==> src/rtl/multi_counter_dev_io_pkg.sv <==
// Shared definitions for the multi-channel timer/counter peripheral:
// register offsets, counter modes, CTRL bit positions and the bus address
// width helper.
package counter_pkg;

    // Register offsets within one channel's 4-word window.
    localparam logic [1:0] REG_CTRL   = 2'd0;
    localparam logic [1:0] REG_LOAD   = 2'd1;
    localparam logic [1:0] REG_COUNT  = 2'd2;
    localparam logic [1:0] REG_STATUS = 2'd3;

    // Counter modes; encoding 2'b11 is reserved and behaves as one-shot.
    typedef enum logic [1:0] {
        MODE_ONESHOT  = 2'd0,
        MODE_PERIODIC = 2'd1,
        MODE_SQUARE   = 2'd2
    } mode_e;

    // CTRL register bit positions.
    localparam int CTRL_EN_BIT       = 0;
    localparam int CTRL_MODE_LSB     = 1;
    localparam int CTRL_IRQ_EN_BIT   = 3;
    localparam int CTRL_CHAIN_BIT    = 4;
    localparam int CTRL_PRESCALE_LSB = 8;

    // Address is {channel, reg}: channel field plus two register bits.
    function automatic int addr_width(input int channels);
        return ((channels > 1) ? $clog2(channels) : 0) + 2;
    endfunction

endpackage

==> src/rtl/multi_counter_dev_io_channel.sv <==
// One down-counter channel: prescaler, counter, mode handling, pending flag,
// terminal-count pulse and square-wave output.
// Optional build macro COUNTER_CHAIN_EN: when defined, CTRL.chain selects the
// previous channel's terminal event (ext_tick) as this channel's tick source.
module counter_channel
    import counter_pkg::*;
#(
    parameter int WIDTH      = 32,
    parameter int PRESCALE_W = 8,
    parameter bit CHAIN_OK   = 1'b0
) (
    input  logic             clk,
    input  logic             rst_n,
    input  logic             wr_ctrl,
    input  logic             wr_load,
    input  logic             wr_status,
    input  logic [31:0]      wdata,
    input  logic             ext_tick,
    output logic             term_event,
    output logic [31:0]      ctrl_word,
    output logic [WIDTH-1:0] load_val,
    output logic [WIDTH-1:0] count_val,
    output logic             pend,
    output logic             irq_en,
    output logic             tc,
    output logic             sq
);

    logic                  enable;
    logic [1:0]            mode;
    logic [PRESCALE_W-1:0] prescale;
    logic [PRESCALE_W-1:0] psc;
    logic                  chain;
    logic                  psc_hit;
    logic                  tick_src;
    logic                  tick;
    logic                  wr_any;
    logic                  is_periodic;
    logic                  is_square;

`ifdef COUNTER_CHAIN_EN
    // Chain select bit, written with the rest of CTRL.
    always_ff @(posedge clk or negedge rst_n) begin
        if (!rst_n)       chain <= 1'b0;
        else if (wr_ctrl) chain <= wdata[CTRL_CHAIN_BIT];
    end
`else
    assign chain = 1'b0;
`endif

    // Tick qualification: any CTRL/LOAD write this cycle drops the tick, and
    // a zero COUNT or LOAD makes ticks inert.
    always_comb begin
        wr_any      = wr_ctrl | wr_load;
        is_periodic = (mode == MODE_PERIODIC);
        is_square   = (mode == MODE_SQUARE);
        psc_hit     = (psc == prescale);
        tick_src    = (CHAIN_OK && chain) ? ext_tick : psc_hit;
        tick        = enable & tick_src & ~wr_any &
                      (count_val != '0) & (load_val != '0);
        term_event  = tick & (count_val == WIDTH'(1));
    end

    // Prescaler: cleared by CTRL/LOAD writes, otherwise counts 0..prescale while enabled.
    always_ff @(posedge clk or negedge rst_n) begin
        if (!rst_n)      psc <= '0;
        else if (wr_any) psc <= '0;
        else if (enable) psc <= psc_hit ? '0 : psc + 1'b1;
    end

    // CTRL fields; a one-shot terminal event clears enable.
    always_ff @(posedge clk or negedge rst_n) begin
        if (!rst_n) begin
            enable   <= 1'b0;
            mode     <= 2'd0;
            irq_en   <= 1'b0;
            prescale <= '0;
        end else if (wr_ctrl) begin
            enable   <= wdata[CTRL_EN_BIT];
            mode     <= wdata[CTRL_MODE_LSB +: 2];
            irq_en   <= wdata[CTRL_IRQ_EN_BIT];
            prescale <= wdata[CTRL_PRESCALE_LSB +: PRESCALE_W];
        end else if (term_event && !is_periodic && !is_square) begin
            enable   <= 1'b0;
        end
    end

    // LOAD and COUNT: a LOAD write sets both and wins over any tick.
    always_ff @(posedge clk or negedge rst_n) begin
        if (!rst_n) begin
            load_val  <= '0;
            count_val <= '0;
        end else if (wr_load) begin
            load_val  <= wdata[WIDTH-1:0];
            count_val <= wdata[WIDTH-1:0];
        end else if (term_event) begin
            count_val <= (is_periodic || is_square) ? load_val : '0;
        end else if (tick) begin
            count_val <= count_val - 1'b1;
        end
    end

    // Pending flag: terminal event sets, W1C clears, set wins on collision.
    always_ff @(posedge clk or negedge rst_n) begin
        if (!rst_n)                      pend <= 1'b0;
        else if (term_event)             pend <= 1'b1;
        else if (wr_status && wdata[0])  pend <= 1'b0;
    end

    // Terminal-count pulse and square-wave toggle follow the event by one cycle.
    always_ff @(posedge clk or negedge rst_n) begin
        if (!rst_n) begin
            tc <= 1'b0;
            sq <= 1'b0;
        end else begin
            tc <= term_event;
            if (term_event && is_square) sq <= ~sq;
        end
    end

    // CTRL read-back image.
    always_comb begin
        ctrl_word                                         = '0;
        ctrl_word[CTRL_EN_BIT]                            = enable;
        ctrl_word[CTRL_MODE_LSB +: 2]                     = mode;
        ctrl_word[CTRL_IRQ_EN_BIT]                        = irq_en;
        ctrl_word[CTRL_CHAIN_BIT]                         = chain;
        ctrl_word[CTRL_PRESCALE_LSB +: PRESCALE_W]        = prescale;
    end

endmodule

==> src/rtl/multi_counter_dev_io.sv <==
// Multi-channel timer/counter peripheral on the MIO bus: address decode,
// registered read mux, registered interrupt OR and CHANNELS counter channels.
// Optional build macro COUNTER_CHAIN_EN enables cascading of channel i from
// channel i-1's terminal event.
// Bus protocol: counter_we is a single-cycle write strobe qualified with
// counter_addr/counter_val; writes are always accepted (no ready). Reads have
// no strobe: counter_rdata shows the register addressed in the previous cycle.
module multi_counter_dev_io
    import counter_pkg::*;
#(
    parameter int CHANNELS   = 4,
    parameter int WIDTH      = 32,
    parameter int PRESCALE_W = 8
) (
    input  logic                            clk,
    input  logic                            rst_n,
    input  logic                            counter_we,
    input  logic [addr_width(CHANNELS)-1:0] counter_addr,
    input  logic [31:0]                     counter_val,
    output logic [31:0]                     counter_rdata,
    output logic                            counter_irq,
    output logic [CHANNELS-1:0]             counter_tc,
    output logic [CHANNELS-1:0]             counter_sq
);

    logic [31:0]         ctrl_words [CHANNELS];
    logic [WIDTH-1:0]    load_vals  [CHANNELS];
    logic [WIDTH-1:0]    count_vals [CHANNELS];
    logic [CHANNELS-1:0] pend;
    logic [CHANNELS-1:0] irq_en;
    logic [CHANNELS-1:0] term_events;
    logic [CHANNELS-1:0] ext_ticks;
    logic [CHANNELS-1:0] wr_ctrl;
    logic [CHANNELS-1:0] wr_load;
    logic [CHANNELS-1:0] wr_status;
    logic [31:0]         rd_next;
    logic [1:0]          reg_sel;
    int                  chan_sel;
    logic                unused_last_event;

    // The last channel's terminal event has no successor to feed.
    assign unused_last_event = term_events[CHANNELS-1];

    // Split the address into channel and register fields.
    always_comb begin
        chan_sel = int'(counter_addr >> 2);
        reg_sel  = counter_addr[1:0];
    end

    for (genvar i = 0; i < CHANNELS; i++) begin : g_ch
        // Per-channel write decode; channels beyond CHANNELS never match.
        always_comb begin
            wr_ctrl[i]   = counter_we && (chan_sel == i) && (reg_sel == REG_CTRL);
            wr_load[i]   = counter_we && (chan_sel == i) && (reg_sel == REG_LOAD);
            wr_status[i] = counter_we && (chan_sel == i) && (reg_sel == REG_STATUS);
        end

        if (i == 0) begin : g_first
            assign ext_ticks[i] = 1'b0;
        end else begin : g_rest
            assign ext_ticks[i] = term_events[i-1];
        end

        counter_channel #(
            .WIDTH      (WIDTH),
            .PRESCALE_W (PRESCALE_W),
            .CHAIN_OK   (i > 0)
        ) u_channel (
            .clk        (clk),
            .rst_n      (rst_n),
            .wr_ctrl    (wr_ctrl[i]),
            .wr_load    (wr_load[i]),
            .wr_status  (wr_status[i]),
            .wdata      (counter_val),
            .ext_tick   (ext_ticks[i]),
            .term_event (term_events[i]),
            .ctrl_word  (ctrl_words[i]),
            .load_val   (load_vals[i]),
            .count_val  (count_vals[i]),
            .pend       (pend[i]),
            .irq_en     (irq_en[i]),
            .tc         (counter_tc[i]),
            .sq         (counter_sq[i])
        );
    end

    // Read mux; unpopulated channels read as zero.
    always_comb begin
        rd_next = '0;
        for (int i = 0; i < CHANNELS; i++) begin
            if (chan_sel == i) begin
                case (reg_sel)
                    REG_CTRL:   rd_next = ctrl_words[i];
                    REG_LOAD:   rd_next = 32'(load_vals[i]);
                    REG_COUNT:  rd_next = 32'(count_vals[i]);
                    REG_STATUS: rd_next = {31'd0, pend[i]};
                    default:    rd_next = '0;
                endcase
            end
        end
    end

    // Registered read data and interrupt.
    always_ff @(posedge clk or negedge rst_n) begin
        if (!rst_n) begin
            counter_rdata <= '0;
            counter_irq   <= 1'b0;
        end else begin
            counter_rdata <= rd_next;
            counter_irq   <= |(pend & irq_en);
        end
    end

endmodule

==> config.mk <==
export PLATFORM = sky130hd
export DESIGN_NAME = multi_counter_dev_io
export DESIGN_NICKNAME = d
export VERILOG_FILES = /design/src/rtl/multi_counter_dev_io_pkg.sv /design/src/rtl/multi_counter_dev_io_channel.sv /design/src/rtl/multi_counter_dev_io.sv
export SDC_FILE = /design/constraint.sdc
export NUM_CORES = 1
export LEC_CHECK = 0
export BUFFER_PORTS_ARGS = -buffer_cell sky130_fd_sc_hd__buf_2
export CAP_MARGIN = 20
export CELL_PAD_IN_SITES_DETAIL_PLACEMENT = 1
export CELL_PAD_IN_SITES_GLOBAL_PLACEMENT = 1
export CORE_UTILIZATION = 50
export DETAILED_ROUTE_END_ITERATION = 12
export PLACE_DENSITY = 0.82
export SYNTH_ARGS = -nofsm -noshare
export SYNTH_HDL_FRONTEND = slang
export SYNTH_SLANG_ARGS = --single-unit
==> constraint.sdc <==
create_clock -name clk -period 5.4 [get_ports clk]
set_input_delay 0.27 -clock clk [delete_from_list [all_inputs] [get_ports clk]]
set_output_delay 0.27 -clock clk [all_outputs]
set_load 0.02 [all_outputs]
==> impl_metrics.csv, run 1 <==
group,metric,value,unit
run_status,status,"completed",
routing,viasPerCell,6.89,
sta,fmax,294,MHz
worst_setup_path,cp.required,5900,ps
clock_tree,htreeDepth,2,
cells_and_area,layout.nets,2559,
sta,finalCritPeriodShare,63.0,%
yosys,synth.distinct_cells,73,
global_routing,grt_usage,41.0,%
clock_tree,cts_buffers,44,
worst_setup_path,end_kind,"flop",
routing,finalWirelength,92700,um
cells_and_area,regArea,9530,um2
global_routing,antenna_found_initial,8,
floorplanning,dieArea,45700,um2
yosys,seq_area_frac_synth,42.6,%
yosys,ys.flop_type,"dfrtp_1",
sta,worst_pin_slew,1080,ps
power,swShare,41.5,%
power,ir_drop,0.362,mV
sta,period_minus_slack,3400,ps
power,pwr-share-clk,25.7,%
clock_tree,clockBufferDepth,3,
worst_setup_path,crit_fanout,18,
worst_setup_path,cp_cell_sequence,"nor4_1, nand3_1, nor3_1, o41a_1, buf_4, a21boi_0, o21ai_0",
place,gp_congestion,1.05,
sta,setup_viol,0,
yosys,ys_ff_latch,381,
routing,first_iter_violations,2573,
global_routing,grt_pass1_vias,21612,
clock_tree,cts.clk_slew.worst_paths,60,ps
hold_path,hold_start,"counter_val[17]",
worst_setup_path,critPathArrivalTime,3900,ps
job,cap_violations,0,
cells_and_area,design_area,24600,um2
floorplanning,ioPinCount,80,
cells_and_area,areaGrowthSynthToFinish,9.57,%
yosys,synth_warnings,0,
sta,tns,0,ps
yosys,syn_area_per_cell,8.82,um2
yosys,synth_edf_count,0,
routing,post_drt_wl_per_cell,29.7,um
clock_tree,cts_tree,"yes",
floorplanning,fp.dieH,214,um
floorplanning,initial_core_util,50.7,%
worst_setup_path,crit_family,"simple AND/OR/NAND/NOR gates",
worst_setup_path,r2r_slack,2000,ps
global_routing,grt_first_pass_wirelength,139000,um
worst_setup_path,r2r-end,"g_ch[2].u_channel.count_val[2]$_DFFE_PN0P_",
floorplanning,die_w,214,um
place,hpwl,61700,um
clock_tree,cts-root-buf,"clkbuf_16",
routing,dr.pass1.iters,8,
yosys,async_flop_share,100,%
clock_tree,cts_resized,0,
place,port_buffers,79,
yosys,syn_inst,2541,
floorplanning,core_area,44200,um2
power,switching_power,5030,uW
sta,rsz0062_at_grt,"false",
sta,final.setup.worst_slack,2000,ps
place,place_area,23000,um2
worst_setup_path,start_kind,"flop",
clock_tree,cts_sinks,381,
floorplanning,num_rows,77,
yosys,synth_area,22400,um2
yosys,yosysMostFrequentCell,"nand2_1",
worst_setup_path,cp_slowest_cell,"o41a_1",
cells_and_area,drive_gt1_share,11.3,%
cells_and_area,nFillCells,5121,
routing,drtAntennaViolNets,0,
clock_tree,clk_latency,600,ps
worst_setup_path,path_class,"reg2reg",
routing,vias,21532,
yosys,syn_nets,2604,
cells_and_area,final_util,55.5,%
yosys,synth_top_cell_by_area,"dfrtp_1",
power,combPwrFrac,32.0,%
global_routing,grt_remaining_overflow,0,
routing,drc,0,
yosys,yosys-top-cells-area,"dfrtp_1, nand2_1, xor2_1",
power,p_int,7080,uW
yosys,ys_top_cells_by_count,"nand2_1, dfrtp_1, clkbuf_1",
worst_setup_path,worst_path_largest_cell_delay,770,ps
place,post-place-ws,1790,ps
power,p_seq_share,42.3,%
yosys,yosys.area.top_type_share,42.6,%
hold_path,hold_depth,3,
clock_tree,cts_setup_buffers,0,
sta,fin_worst_skew,22.4,ps
worst_setup_path,reg2reg_depth,7,
sta,slew_headroom,28.0,%
global_routing,grt_max_degree,154,
sta,hold_violations,0,
cells_and_area,multiInputGateArea,11900,um2
hold_path,worst_hold_path.endpoint,"g_ch[2].u_channel.load_val[17]$_DFFE_PN0P_",
power,p_per_area,493,nW/um2
worst_setup_path,reg2reg_from,"g_ch[2].u_channel.count_val[22]$_DFFE_PN0P_",
worst_setup_path,cp.buffers_inverters,1,
power,p_leak,0.0108,uW
sta,maxSlewViolCount,0,
hold_path,min_path_type,"in2reg",
-- kinds of logic (layout without fill, tap and decap cells) --
| kind of cell | count (synthesis) | in the layout | share of synthesized area (%) |
|---|---|---|---|
| compound gates | 626 | 626 | 18.4 |
| xor+xnor | 142 | 142 | 5.55 |
| fa+ha+maj | 24 | 24 | 1.34 |
| buf+inv | 253 | 241 | 4.68 |
| flops | 381 | 381 | 42.6 |
| mux | 106 | 106 | 5.51 |
| other cells | 0 | 5 | 0 |
| simple gates | 1009 | 1009 | 21.9 |
-- worst reg2reg max path, delay by kind of cell (launching register included) --
kind                   cells  cell delay, ps
AO/OA/AOI/OAI              3            1040
buffers and inverters      1             360
flip-flops                 1             430
AND/OR/NAND/NOR            3            1480
-- placed cells by master (no fill, tap or decap), types with 56 or more instances in the layout --
cell,instances
nor3_1,56
xor2_1,88
nor2_1,92
nand2_1,476
buf_2,78
nor4_1,80
nand3_1,90
dfrtp_1,381
a21oi_1,137
o21ai_0,144
-- power by group through the flow --
stage                     clock network, uW  logic (uW)  registers, uW
final                                  3110        3880           5120
after global routing                   3220        4200           5220
after CTS                              3120        3780           5060
after detailed placement                  0        3730           5090
after global placement                    0        3530           5010
after floorplan                           0        2760           4560
-- sequential cells by signal (all words and copies together) (netlist names), 8 cells and up --
signal,count
g_ch.u_channel.count_val,128
g_ch.u_channel.mode,8
counter_rdata,32
g_ch.u_channel.psc,32
g_ch.u_channel.prescale,32
g_ch.u_channel.load_val,128
-- stage by stage --
stage	hold WS [ps]	total power, uW	std cells
floorplan	-25.6	7320	2541
global placement	380	8530	3038
detailed placement	393	8810	3038
CTS	46.6	11900	3118
global route	52.9	12600	3121
finish	64.7	12100	3126
-- per-layer routing --
metal	share of wire, %	GRT usage [%]
met1	40	55.3
met2	44	60.4
met3	11	11.0
met4	5.6	21.6
met5	0.031	0
-- worst max path at each step --
stage                                                 from                                           to  depth (start not counted)  slack (ps)
2_1_floorplan   g_ch[3].u_channel.count_val[2]$_DFFE_PN0P_   g_ch[3].u_channel.count_val[7]$_DFFE_PN0P_                         10        2910
3_5_place_dp                               counter_addr[3]  g_ch[0].u_channel.count_val[25]$_DFFE_PN0P_                          9        1790
5_1_grt        g_ch[2].u_channel.count_val[22]$_DFFE_PN0P_   g_ch[2].u_channel.count_val[7]$_DFFE_PN0P_                          7        1820
3_3_place_gp                               counter_addr[3]  g_ch[0].u_channel.count_val[25]$_DFFE_PN0P_                          9        1990
6_report       g_ch[2].u_channel.count_val[22]$_DFFE_PN0P_   g_ch[2].u_channel.count_val[2]$_DFFE_PN0P_                          7        2000
4_1_cts        g_ch[2].u_channel.count_val[22]$_DFFE_PN0P_   g_ch[2].u_channel.count_val[7]$_DFFE_PN0P_                          7        2090
-- area by class of cell --
| cell class | count | area share [%] |
|---|---|---|
| Inverter | 47 | 0.719 |
| Clock inverter | 14 | 0.652 |
| Timing Repair Buffer | 115 | 3.05 |
| Sequential cell | 381 | 38.8 |
| Multi-Input combinational cell | 1907 | 48.4 |
| Antenna cell | 5 | 0.0510 |
| Clock buffer | 65 | 5.30 |
| Tap cell | 592 | 3.02 |
-- timing repair --
| action | 4_1_cts | 5_1_grt |
|---|---|---|
| hold buffers | 1 | 0 |
| endpoints found under the hold margin | 102 | 0 |
| endpoints found under the setup margin | 0 | 0 |
(Power assumes the default switching activity.)
==> run 2: changes to the inputs <==
--- a/config.mk
+++ b/config.mk
@@ -9,9 +9,9 @@
 export CAP_MARGIN = 20
 export CELL_PAD_IN_SITES_DETAIL_PLACEMENT = 1
 export CELL_PAD_IN_SITES_GLOBAL_PLACEMENT = 1
-export CORE_UTILIZATION = 50
+export CORE_UTILIZATION = 49
 export DETAILED_ROUTE_END_ITERATION = 12
-export PLACE_DENSITY = 0.82
+export PLACE_DENSITY = 0.8
 export SYNTH_ARGS = -nofsm -noshare
 export SYNTH_HDL_FRONTEND = slang
 export SYNTH_SLANG_ARGS = --single-unit
==> constraint.sdc (replaced) <==
create_clock -name clk -period 3.5 [get_ports clk]
set_input_delay 0.175 -clock clk [delete_from_list [all_inputs] [get_ports clk]]
set_output_delay 0.175 -clock clk [all_outputs]
set_load 0.02 [all_outputs]
==> run 2 against run 1 <==
  * Hold slack worse by 44 ps
  * Largest power group unchanged
  * First-iteration DRC count down 5.8%
  * Register-to-register slack worse by 1400 ps
  * Highest routed layer unchanged
==> impl_metrics.csv, run 2 (synthesized netlist as in run 1, its figures left out) <==
group,metric,value,unit
cells_and_area,final_util,56.2,%
sta,tns,0,ps
routing,post_drt_wl_per_cell,29.3,um
clock_tree,cts_tree,"yes",
routing,first_iter_violations,2425,
routing,finalWirelength,93400,um
power,ir_drop,0.508,mV
routing,dr.pass1.iters,7,
sta,setup_viol,0,
worst_setup_path,r2r-end,"g_ch[3].u_channel.count_val[12]$_DFFE_PN0P_",
cells_and_area,drive_gt1_share,12.9,%
routing,viasPerCell,6.75,
floorplanning,ioPinCount,80,
floorplanning,dieArea,46600,um2
worst_setup_path,r2r_slack,570,ps
clock_tree,clk_latency,600,ps
place,port_buffers,79,
clock_tree,cts_sinks,381,
routing,vias,21488,
worst_setup_path,reg2reg_depth,7,
worst_setup_path,path_class,"reg2reg",
power,p_leak,0.0112,uW
place,gp_congestion,0.977,
run_status,status,"completed",
worst_setup_path,end_kind,"flop",
cells_and_area,mostFrequentLayoutCells,"nand2_1, dfrtp_1, o21ai_0, a21oi_1, nor2_1",
sta,slew_headroom,26.6,%
worst_setup_path,reg2reg_from,"g_ch[3].u_channel.count_val[16]$_DFFE_PN0P_",
routing,drc,0,
clock_tree,clockBufferDepth,3,
clock_tree,cts.clk_slew.worst_paths,60,ps
clock_tree,cts_resized,0,
routing,drtAntennaViolNets,0,
global_routing,grt_first_pass_wirelength,143000,um
global_routing,grt_remaining_overflow,0,
sta,period_minus_slack,2930,ps
job,cap_violations,0,
sta,worst_pin_slew,1090,ps
clock_tree,cts_buffers,43,
cells_and_area,layout.nets,2621,
worst_setup_path,cp.required,4030,ps
sta,hold_violations,0,
sta,finalCritPeriodShare,83.9,%
worst_setup_path,crit_end,"g_ch[3].u_channel.count_val[12]$_DFFE_PN0P_",
worst_setup_path,start_kind,"flop",
global_routing,grt_pass1_vias,21832,
cells_and_area,final_common_cell,"nand2_1",
floorplanning,num_rows,77,
global_routing,grt_usage,40.6,%
cells_and_area,areaGrowthSynthToFinish,12.2,%
floorplanning,core_area,44700,um2
cells_and_area,reg_top3,"g_ch.u_channel.count_val x128, g_ch.u_channel.load_val x128",
worst_setup_path,critical_path.startpoint,"g_ch[3].u_channel.count_val[16]$_DFFE_PN0P_",
global_routing,antenna_found_initial,9,
clock_tree,cts-root-buf,"clkbuf_16",
sta,fmax,341,MHz
global_routing,grt_max_degree,111,
sta,rsz0062_at_grt,"false",
clock_tree,htreeDepth,2,
sta,maxSlewViolCount,0,
floorplanning,initial_core_util,50.1,%
worst_setup_path,critPathArrivalTime,3470,ps
floorplanning,die_w,216,um
floorplanning,fp.dieH,216,um
worst_setup_path,crit_fanout,15,
power,p_per_area,748,nW/um2
place,hpwl,64500,um
sta,fin_worst_skew,24.2,ps
hold_path,min_path_type,"in2reg",
==> run 2: per-stage QoR <==
step	std cells	power [uW]	area (um2)	worst slack [ps]	hold WS [ps]
floorplan	2541	11300	22400	1010	-121
CTS	3182	18600	25100	596	1.02
global placement	3087	13300	23500	656	321
detailed placement	3087	13600	23500	612	330
global route	3182	19700	25100	357	24.8
finish	3184	18800	25100	565	21.2
==> run 2: worst min-delay path by stage <==
stage / from / to / slack (ps) / cells after the start
floorplan: rst_n / counter_irq$_DFF_PN0_ / -120 / 0
global placement: rst_n / g_ch[2].u_channel.psc[7]$_DFFE_PN0P_ / 320 / 1
detailed placement: rst_n / g_ch[2].u_channel.psc[7]$_DFFE_PN0P_ / 330 / 1
CTS: counter_val[0] / g_ch[0].u_channel.load_val[0]$_DFFE_PN0P_ / 1 / 3
global route: counter_val[11] / g_ch[3].u_channel.load_val[11]$_DFFE_PN0P_ / 20 / 3
finish: counter_val[24] / g_ch[1].u_channel.load_val[24]$_DFFE_PN0P_ / 20 / 3
==> run 2: area by class of cell <==
class / count / area (um2)
inverter: 47 / 176
clock inverter: 13 / 165
sequential: 381 / 9530
multi-input combinational: 1907 / 11900
tap: 592 / 741
fill: 5193 / 19600
clock buffer: 64 / 1330
antenna: 2 / 5.00
timing repair buffer: 178 / 1310
==> run 2: repair_timing <==
item | CTS | global route
setup buffers | 0 | 0
hold endpoints to repair | 145 | 0
hold buffers | 18 | 0
endpoints found under the setup margin | 0 | 0
==> run 2: critical path, cell delays in order (launching register included) <==
cell and delay (ps):
dfrtp_1 490, nor4_1 730, and4_1 330, and4_1 490
buf_4 310, nand3_1 150, a21oi_1 220, a221o_1 130
==> run 2: where the power goes <==
| part | leakage, uW | switching [uW] | internal [uW] |
|---|---|---|---|
| clock | 0.000747 | 2000 | 2910 |
| sequential | 0.00480 | 2180 | 5720 |
| combinational | 0.00562 | 3550 | 2460 |
==> run 2: metal layers <==
metal  track usage, %  vias up  wire length [um]
li1                 -     9208                 -
met1             55.6    11036             38300
met2             61.1     1015             41200
met3             9.85      225              9180
met4             17.8        4              4610
met5                0        -                22
